**src/rtl/pru_fifo_pkg.sv**
```systemverilog
// Shared types and constants for the PRU clock-crossing FIFO packet framer.
package pru_fifo_pkg;

  typedef enum logic [1:0] {IDLE, HDR, PAYLOAD, TRAIL} pkt_wr_state_t;

  localparam logic [3:0]  HDR_TAG   = 4'hA;
  localparam int unsigned PKT_WIDTH = 16;
  localparam int unsigned PKT_LEN_W = 8;

  // Header word for the default geometry: tag in the top nibble, length in the low bits.
  function automatic logic [PKT_WIDTH-1:0] mk_hdr(input logic [PKT_LEN_W-1:0] len);
    return {HDR_TAG, (PKT_WIDTH-PKT_LEN_W-4)'(0), len};
  endfunction

endpackage

```
**src/rtl/fifo_pkt_writer.sv**
```systemverilog
// Write-side framer: header, N payload words and an XOR trailer into the async FIFO.
module fifo_pkt_writer
  import pru_fifo_pkg::*;
#(
  parameter int unsigned WIDTH = PKT_WIDTH,
  parameter int unsigned LEN_W = PKT_LEN_W
) (
  input  logic             i_wclk,
  input  logic             i_wrst_n,
  input  logic             i_start,
  input  logic [LEN_W-1:0] i_len,
  input  logic             i_valid,
  input  logic [WIDTH-1:0] i_data,
  output logic             o_ready,
  output logic             o_busy,
  output logic             o_done,
  output logic             o_err,
  output logic             o_fifo_wr,
  output logic [WIDTH-1:0] o_fifo_wdata,
  input  logic             i_fifo_full
);

  pkt_wr_state_t    state_q, state_d;
  logic [LEN_W-1:0] len_q, len_d;
  logic [LEN_W-1:0] count_q, count_d;
  logic [WIDTH-1:0] csum_q, csum_d;
  logic             done_d, err_d;
  logic [WIDTH-1:0] hdr;

  // Generic header build so any WIDTH >= LEN_W + 4 works without a zero-width pad.
  assign hdr = (WIDTH'(HDR_TAG) << (WIDTH - 4)) | WIDTH'(len_q);

  // Next-state, datapath updates and the pass-through FIFO write port.
  always_comb begin
    state_d      = state_q;
    len_d        = len_q;
    count_d      = count_q;
    csum_d       = csum_q;
    done_d       = 1'b0;
    err_d        = 1'b0;
    o_busy       = (state_q != IDLE);
    o_ready      = 1'b0;
    o_fifo_wr    = 1'b0;
    o_fifo_wdata = hdr;

    unique case (state_q)
      IDLE: begin
        if (i_start) begin
          if (i_len != '0) begin
            len_d   = i_len;
            count_d = '0;
            csum_d  = '0;
            state_d = HDR;
          end else begin
            err_d = 1'b1;
          end
        end
      end
      HDR: begin
        o_fifo_wr = ~i_fifo_full;
        if (!i_fifo_full) state_d = PAYLOAD;
      end
      PAYLOAD: begin
        o_ready      = ~i_fifo_full;
        o_fifo_wr    = i_valid & ~i_fifo_full;
        o_fifo_wdata = i_data;
        if (i_valid && !i_fifo_full) begin
          csum_d  = csum_q ^ i_data;
          count_d = count_q + LEN_W'(1);
          if (count_q == LEN_W'(len_q - LEN_W'(1))) state_d = TRAIL;
        end
      end
      TRAIL: begin
        o_fifo_wr    = ~i_fifo_full;
        o_fifo_wdata = csum_q;
        if (!i_fifo_full) begin
          state_d = IDLE;
          done_d  = 1'b1;
        end
      end
      default: state_d = IDLE;
    endcase
  end

  always_ff @(posedge i_wclk or negedge i_wrst_n) begin
    if (!i_wrst_n) begin
      state_q <= IDLE;
      len_q   <= '0;
      count_q <= '0;
      csum_q  <= '0;
      o_done  <= 1'b0;
      o_err   <= 1'b0;
    end else begin
      state_q <= state_d;
      len_q   <= len_d;
      count_q <= count_d;
      csum_q  <= csum_d;
      o_done  <= done_d;
      o_err   <= err_d;
    end
  end

endmodule

```
**config.mk**
```make
export PLATFORM = sky130hd
export DESIGN_NAME = fifo_pkt_writer
export DESIGN_NICKNAME = d
export VERILOG_FILES = /design/src/rtl/pru_fifo_pkg.sv /design/src/rtl/fifo_pkt_writer.sv
export SDC_FILE = /design/constraint.sdc
export NUM_CORES = 1
export LEC_CHECK = 0
export CELL_PAD_IN_SITES_DETAIL_PLACEMENT = 1
export CELL_PAD_IN_SITES_GLOBAL_PLACEMENT = 1
export CORE_ASPECT_RATIO = 1.1
export CORE_MARGIN = 8
export CORE_UTILIZATION = 25
export DETAILED_ROUTE_END_ITERATION = 10
export PLACE_DENSITY = 0.68
export SLEW_MARGIN = 20
export SYNTH_ARGS = -nofsm -noshare
export SYNTH_HDL_FRONTEND = slang
export SYNTH_SLANG_ARGS = --single-unit
```
**constraint.sdc**
```tcl
create_clock -name i_wclk -period 2.7 [get_ports i_wclk]
set_input_delay 0.54 -clock i_wclk [delete_from_list [all_inputs] [get_ports i_wclk]]
set_output_delay 0.54 -clock i_wclk [all_outputs]
set_load 0.05 [all_outputs]
```
# Word level (Yosys, flattened, before mapping)
# Cells that the tools add are included.
dict set report totals {
  reg_bits 36
  inputBits 29
}
dict set report op_classes {
  addsub 2
  eq_ne 10
  n_mux 23
  n_bitwise 3
  n_reduce_logical 10
}
# cell count
set op_table {}
lappend op_table {{16-bit case mux with 2 select lines} 2}
lappend op_table {{16-bit two-way mux} 3}
lappend op_table {{8-bit two-way mux} 3}
lappend op_table {{8-bit case mux with 2 select lines} 1}
lappend op_table {{16-bit bitwise XOR} 1}
lappend op_table {{2-bit two-way mux} 6}
lappend op_table {{2-bit != test (second input constant)} 6}
lappend op_table {{8-bit by 1-bit adder with 8-bit output (second input constant)} 1}
lappend op_table {{8-bit == test} 1}
lappend op_table {{2-bit case mux with 4 select lines} 1}
lappend op_table {{8-bit nonzero test} 1}
lappend op_table {{8-bit by 1-bit subtractor with 8-bit output (second input constant)} 1}
lappend op_table {{1-bit two-way mux} 6}
lappend op_table {{6-bit AND reduction} 1}
lappend op_table {{2-bit == test (second input constant)} 2}
lappend op_table {{4-bit AND reduction} 1}
lappend op_table {{2-bit nonzero test} 2}
lappend op_table {{3-bit AND reduction} 1}
lappend op_table {{2-bit by 1-bit == test with 1-bit output (second input constant)} 1}
lappend op_table {{2-bit zero test} 1}
lappend op_table {{1-bit case mux with 2 select lines} 1}
lappend op_table {{2-bit OR reduction} 1}
lappend op_table {{1-bit bitwise AND} 1}
lappend op_table {{1-bit logical AND} 1}
lappend op_table {{other kinds (2)} 2}

# Depth between registers and ports, before layout
# Gate-level depths: netlist (run 1).
dict set report logic_depth {
  depth_word 5
  ltp_mapped 9
  depth_no_buf 8
}

# Least setup slack after synthesis (run 1)
# OpenSTA, ideal clock, no wires.
dict set report synth_path {
  kind {reg2out}
  startpoint {register state_q[0]}
  endpoint {output port o_fifo_wr}
  arrival_time_ps 2131
  t_required_ps 2160
  path_slack_ps 29
  path_stages_with_launch 6
  n_path_buf 1
  cell_sequence {dfrtp_1 -> inv_1 -> ha_1 -> clkbuf_1 -> a211oi_1 -> nor3_1}
}
dict set report synth_via {
  elab_chain_len 3
  word_cells_on_any_way 5
  cone_classes {eq/ne (3); mux (1); reduce/logical (1)}
}
# item line_no
set synth_lines {}
lappend synth_lines {{from (decl)} fifo_pkt_writer.sv:23} ;# pkt_wr_state_t state_q, state_d;
lappend synth_lines {{from (signal assigned)} fifo_pkt_writer.sv:94} ;# state_q <= state_d;
lappend synth_lines {{2-bit == test / 2-bit by 1-bit == test with 1-bit output (equally long branches)} fifo_pkt_writer.sv:46} ;# unique case (state_q)
lappend synth_lines {{2-bit OR reduction (no line)} n/a}
lappend synth_lines {{1-bit case mux with 2 select lines *} fifo_pkt_writer.sv:46}
lappend synth_lines {{to (decl)} fifo_pkt_writer.sv:18} ;# output logic o_fifo_wr,
# Every way passes the cells marked *; elsewhere a longest branch is shown, timed or not.

# Worst setup path in the final report (run 1)
dict set report layout_path {
  startpoint {register state_q[0]}
  endpoint {output port o_fifo_wdata[1]}
}
dict set report layout_via {
  elab_chain_len 2
  word_cells_on_any_way 3
  cone_classes {eq/ne (2); mux (1)}
}
# item line_no
set layout_lines {}
lappend layout_lines {{2-bit == test} fifo_pkt_writer.sv:46}
lappend layout_lines {{16-bit case mux with 2 select lines *} fifo_pkt_writer.sv:46}
lappend layout_lines {{to (decl)} fifo_pkt_writer.sv:19} ;# output logic [WIDTH-1:0] o_fifo_wdata,
# Marked as above.

==> results of run 1 <==
state kept, by name, summed over array words and instances, names as in the netlist:
signal and cells:
o_err 1, count_q 8, state_q 2, o_done 1, len_q 8, csum_q 16
metal layers:
layer	GRT usage [%]	routed length (µm)
met1	13.4	3090
met2	19.8	3490
met3	2.34	174
met4	3.77	131
met5	0	0
repair_timing:
item / 4_1_cts / 5_1_grt
hold buffers: 0 / 0
gates resized for setup: 0 / 1
setup endpoints to repair: 0 / 1
path summary, 6_finish.rpt:
check / end
setup / recovery: o_fifo_wdata[1]
hold / removal: state_q[0]$_DFFE_PN0P_
setup reg to reg: state_q[1]$_DFFE_PN0P_
hold reg to reg: csum_q[15]$_DFFE_PN0P_
max in group asynchronous: state_q[1]$_DFFE_PN0P_
min in group i_wclk: csum_q[15]$_DFFE_PN0P_
cells in the final DEF (no fill, tap or decap), drive strengths merged, types with 7 or more instances in the layout:
master / instances
clkbuf: 7
a22oi: 9
nor3b: 14
clkdlybuf4s50: 29
a22o: 8
buf: 30
nor2: 10
dfrtp: 36
inv: 8
o21ai: 28
nor2b: 15
nand2: 82
Yosys cell counts, drive strengths merged, types with 2 or more instances:
cell    count  area, µm²
nor3b      14        105
nor2b      15       93.8
and2        3       18.8
nand2b      2       12.5
a22oi       9       67.6
xnor2       6       52.6
mux2        2       22.5
o211ai      2       20.0
a31oi       2       12.5
o21ai      28        144
clkbuf     10       40.0
and3        4       25.0
buf         8       41.3
mux2i       4       40.0
nor2       10       37.5
nor3        6       30.0
nand3       6       30.0
dfrtp      36        901
nand2      82        308
a32oi       2       17.5
nand3b      2       15.0
ha          6       75.1
a21oi       3       15.0
a22o        8       70.1
inv         8       30.0
nor4        3       33.8
xor2        5       43.8
cells by family (layout without fill, tap and decap cells):
logic type	count (synthesis)	count (layout)	share of synthesized area, %
fa+ha+maj	6	6	3.15
flops	36	36	37.8
mux	6	6	2.62
buf+inv	26	76	4.67
simple gates	150	150	30.7
compound gates	60	60	17.1
xor+xnor	11	11	4.04
report_power, final:
part	switching, µW	leakage [µW]	internal, µW
logic	1590	0.000963	1130
clock network	201	0.0000445	208
registers	314	0.000435	794
total	2110	0.00144	2130
cell type report:
| cell class | instances | area (µm²) | share of cell area [%] |
|---|---|---|---|
| multi-input cells | 233 | 1380 | 43.1 |
| flip-flops and latches | 36 | 901 | 28.1 |
| inverters | 8 | 30.0 | 0.938 |
| clock buffers | 7 | 86.3 | 2.70 |
| repair buffers | 60 | 651 | 20.3 |
| well taps | 117 | 146 | 4.57 |
| clock inverters | 1 | 7.51 | 0.234 |
through the flow:
step | setup slack, ps | utilization, % | hold slack [ps] | area [µm²]
after floorplan | 29.3 | - | 244 | 2380
after global placement | 121 | 33.4 | 495 | 3110
after detailed placement | 51.0 | 33.4 | 514 | 3110
after CTS | 44.1 | 34.4 | 396 | 3200
after global routing | 132 | 34.4 | 429 | 3200
final | 322 | 34.4 | 348 | 3200
==> metrics.md, run 1 <==
| Metric | Value |
|---|---|
| P_leak | 0.00144 µW |
| CTS Buffer Depth | 2 |
| Reg clk slew, reported paths | 70 ps |
| Diodes inserted | 0 |
| Critical Path RT | around 2200 ps |
| Crit path largest cell delay | 420 ps |
| HPWL after DPL | ~5.2 mm |
| Largest net degree at the start of global routing | 38 |
| Share of layout cells above drive strength 1 | 12.5% |
| Final Hold Fails | 0 |
| Number of global-route vias before repair | 2494 |
| Post-Syn Instances | between 200 and 300 |
| Bufs and invs on worst path | 3 |
| Drt first-iter violations | 88 |
| Post-synth ARST share | 100% |
| TritonCTS Buffers | 5 |
| Worst vdd ir | 0.583 mV |
| Element type at the critical path end | primary output |
| Total core area | between 0.009 and 0.01 mm² |
| Post-DRT Antenna Nets | 0 |
| WP depth | 6 |
| Dpl cells | around 450 |
| Reg2Reg Setup Slack | 420 ps |
| First-pass GRT wire length | 12.0 mm |
| Post-synthesis cell type count | 42 |
| Crit path max-delay family | buffers and inverters |
| Synthesis-to-finish area growth | 34.3% |
| Total routed wirelength | 6.88 mm |
| Data arrival time of the worst path | 1840 ps |
| Yosys warns | 0 |
| Most frequent cell on the critical path | buf_4 |
| TritonCTS clock tree | yes |
| Critical path class | register to primary output |
| Maxcap violations | 0 |
| RSZ-0062 raised after global routing | false |
| Slew Viols, Final | 0 |
| CP max-delay cell | dfrtp_1 |
| Fill count | 1093 |
| Initial antenna violation count | 0 |
| Gr ovfl total | 0 |
| Clock Tree Root | clkbuf_8 |
| Power density over cell area | 1320 mW/mm² |
| Sum Neg Setup Slack | 0 ps |
| Layout Cells excl Fill | 462 |
| Final worst-path cycle share | 88.1% |
| Worst Tran Pin Value | 848 ps |
| Worst min path class | input port to async pin |
| GRT Total Usage | 11.4% |
| Syn_area_per_cell | 8.08 µm² |
| FF-to-FF Start | len_q[0]$_DFFE_PN0P_ |
| DRT Pass-1 Iters | 4 |
| Row count | 37 |
| Residual DRC | 0 |
| Die Y | 118 µm |
| I/O pin total | 50 |
| Worst Setup Start Kind | register |
| RePlAce Congestion | 0.795 |
| Status | complete, no violations |
| Vias per Instance | 4.81 |
| Final setup fails | 0 |
| Cell Area, Synth | 0.00238 mm² |
| Critical Path, Cell by Cell | inv_1, ha_1, buf_4, a22oi_1, nand2_1, buf_4 |
| Proportion of synthesized chip area in sequential cells | 37.8% |
| CTS sink cnt | 36 |
| Routed WL per cell | 14.9 µm |
| Worst-Skew Late Latency | 290 ps |
| H-tree lvl count | 2 |
| Worst setup path start | state_q[0]$_DFFE_PN0P_ |
| Fmax | 421 MHz |
| Nets@finish | between 300 and 400 |
| Syn_nets | 330 |
| Main synth FF type | dfrtp_1 |
| Setup Skew | 7.06 ps |
| I/O Buffers | 49 |
| Post-synth EDFFs | 0 |
| Die Span X | roughly 110 µm |
| Slew Limit Headroom | a little over two fifths |
| Post-CTS Setup Repair Bufs | 0 |
| Vias | between 2000 and 2500 |
| Starting Density | 25.6% |
| Synth Register Bits | 36 |
| Cells on worst reg2reg path | 8 |
| Total Power | 4240 µW |
| Area of the die | 0.0129 mm² |
| Worst-path fanout max | 23 |
| Final Critical Period | 2380 ps |
Note: power is estimated with default switching activity, not from simulation.
==> inputs of run 2 (changes only) <==
- ABC_AREA: default -> 0
==> results of run 2 <==
The final DEF is identical to that of run 1; final timing and power are the same.
==> inputs of run 3 (changes only) <==
- CORE_ASPECT_RATIO: 1.1 -> 1.75
==> run 3 against run 2 <==
  * Clock skew decreased by 1.6 ps
  * Critical path type is now input port to register
  * Maximum frequency down 4.7%
  * Non-clock buffer count increased by 3
  * Critical endpoint is now state_q[1]$_DFFE_PN0P_
  * Core utilization increased by 0.72 points
==> metrics.md, run 3 (synthesized netlist as in run 1, its figures left out) <==
| Metric | Value |
|---|---|
| Critical Path RT | 2870 ps |
| Routed WL per cell | 15.4 µm |
| Row count | 47 |
| First-pass GRT wire length | 12.3 mm |
| Share of layout cells above drive strength 1 | a little over an eighth |
| Worst-Skew Late Latency | 290 ps |
| TritonCTS Buffers | 5 |
| RePlAce Congestion | 0.727 |
| Final worst-path cycle share | 92.4% |
| Leading cell type in the layout, fill and taps excluded | nand2_1 |
| P_leak | between 0.001 and 0.0015 µW |
| Initial antenna violation count | 0 |
| Bufs and invs on worst path | 2 |
| Dpl cells | 462 |
| RSZ-0062 raised after global routing | false |
| Final Hold Fails | 0 |
| CTS Buffer Depth | 2 |
| Worst Tran Pin Value | just under 900 ps |
| Post-route setup slack | 206 ps |
| Largest Register | csum_q |
| Residual DRC | 0 |
| TritonCTS clock tree | yes |
| CTS sink cnt | 36 |
| H-tree lvl count | 2 |
| Status | complete, no violations |
| Largest net degree at the start of global routing | 37 |
| Slew Viols, Final | 0 |
| Layout Cells excl Fill | 469 |
| Dpl ws | -92.2 ps |
| I/O pin total | 50 |
| Worst vdd ir | roughly 0.4 mV |
| Post-DRT Antenna Nets | 0 |
| Die Span X | 89.8 µm |
| Data arrival time of the worst path | 2660 ps |
| Slew Limit Headroom | 41.6% |
| Maxcap violations | 0 |
| Fill count | 1129 |
| Critical path class | input port to register |
| DRT Pass-1 Iters | 4 |
| I/O Buffers | 49 |
| Final Critical Period | between 2000 and 2500 ps |
| Fmax | 401 MHz |
| Total core area | 0.00935 mm² |
| Clock Tree Root | clkbuf_16 |
| Vias per Instance | 4.86 |
| Number of global-route vias before repair | 2473 |
| Most frequent cells in the layout | nand2_1, dfrtp_1, clkdlybuf4s50_1, o21ai_0, buf_4 |
| CP max-delay cell | nor4_1 |
| Die Y | around 150 µm |
| Setup Skew | 5.43 ps |
| Final setup fails | 0 |
| Area of the die | about 0.013 mm² |
| Nets@finish | 382 |
| Starting Density | 25.5% |
| Post-CTS Setup Repair Bufs | 0 |
| Drt first-iter violations | 80 |
| Crit path max-delay family | simple AND/OR/NAND/NOR gates |
| Post-CTS resize count | 0 |
| Biggest regs | csum_q (16), count_q (8), len_q (8) |
| Power density over cell area | 1360 mW/mm² |
| Worst min path class | input port to async pin |
| Reg clk slew, reported paths | 60 ps |
| Synthesis-to-finish area growth | 37.8% |
| HPWL after DPL | 5.49 mm |
| Crit path largest cell delay | slightly above 500 ps |
| Worst Setup Start Kind | input port |
| Diodes inserted | 0 |
| CTS Hold Bufs | 0 |
| Largest register FFs | 16 |
| GRT Total Usage | ~12% |
| Vias | 2278 |
| Critical Path, Cell by Cell | clkdlybuf4s50_1, nor4_1, buf_4, a21boi_1, o211a_1, nand3_1, o221ai_1, or3_1 |
| Worst-path fanout max | 4 |
| Gr ovfl total | 0 |
| Element type at the critical path end | register |
| Total routed wirelength | just over 7 mm |
-- run 3: changes by cell type in the layout (fill, tap and decap cells not counted) --
cell / change
clkbuf_16: +5
buf_4: +4
clkbuf_8: -4
clkbuf_1: -1
clkinvlp_4: -1
dlymetal6s2s_1: -1
-- run 3: layout make-up --
type / count / area (µm²) / share of cell area, %
well taps: 122 / 153 / 4.65
clock buffers: 7 / 153 / 4.65
multi-input cells: 233 / 1380 / 42.0
inverters: 8 / 30.0 / 0.914
flip-flops and latches: 36 / 901 / 27.4
repair buffers: 63 / 668 / 20.3
-- run 3: metal layers --
layer  routed length, µm  global-route usage [%]  up-vias
li1                    -                       -     1118
met1                2740                    11.4     1114
met2                4080                    21.7       31
met3                 134                    1.86       15
met4                 250                    6.82        0
met5                   0                       0        -
-- run 3: path summary, 6_finish.rpt --
path / start / to / slack [ps] / cells after the start
max: i_len[1] / state_q[1]$_DFFE_PN0P_ / 210 / 8
min: i_wrst_n / o_done$_DFF_PN0_ / 370 / 1
max reg2reg: len_q[1]$_DFFE_PN0P_ / state_q[1]$_DFFE_PN0P_ / 340 / 8
min reg2reg: csum_q[13]$_DFFE_PN0P_ / csum_q[13]$_DFFE_PN0P_ / 520 / 2
max in group asynchronous: i_wrst_n / csum_q[0]$_DFFE_PN0P_ / 1770 / 1
min in group i_wclk: csum_q[13]$_DFFE_PN0P_ / csum_q[13]$_DFFE_PN0P_ / 520 / 2
-- run 3: where the power goes --
part	internal [µW]	switching [µW]	total, µW	leakage [µW]
Clock	387	222	609	0.0000760
Combinational	1150	1590	2740	0.000976
Sequential	796	324	1120	0.000435
Total	2330	2130	4470	0.00149
-- run 3: metrics by stage --
stage          util (%)  hold WS [ps]  total power [µW]  cell area, µm²  TNS, ps
2_1_floorplan         -           244              2920            2380        0
3_3_place_gp       33.5           494              3820            3130    -20.1
3_5_place_dp       33.5           512              3910            3130     -794
4_1_cts            35.1           399              4550            3280        0
5_1_grt            35.1           439              4830            3280        0
6_report           35.1           367              4470            3280        0
-- run 3: worst register-to-register path, cell delays in order, from the launching register on --
cell       delay (ps)
dfrtp_1           430
inv_1              70
ha_1              280
nand2b_1          180
nand3_1            90
o21ai_0           100
a2111oi_2         520
o221ai_1          200
or3_1             370
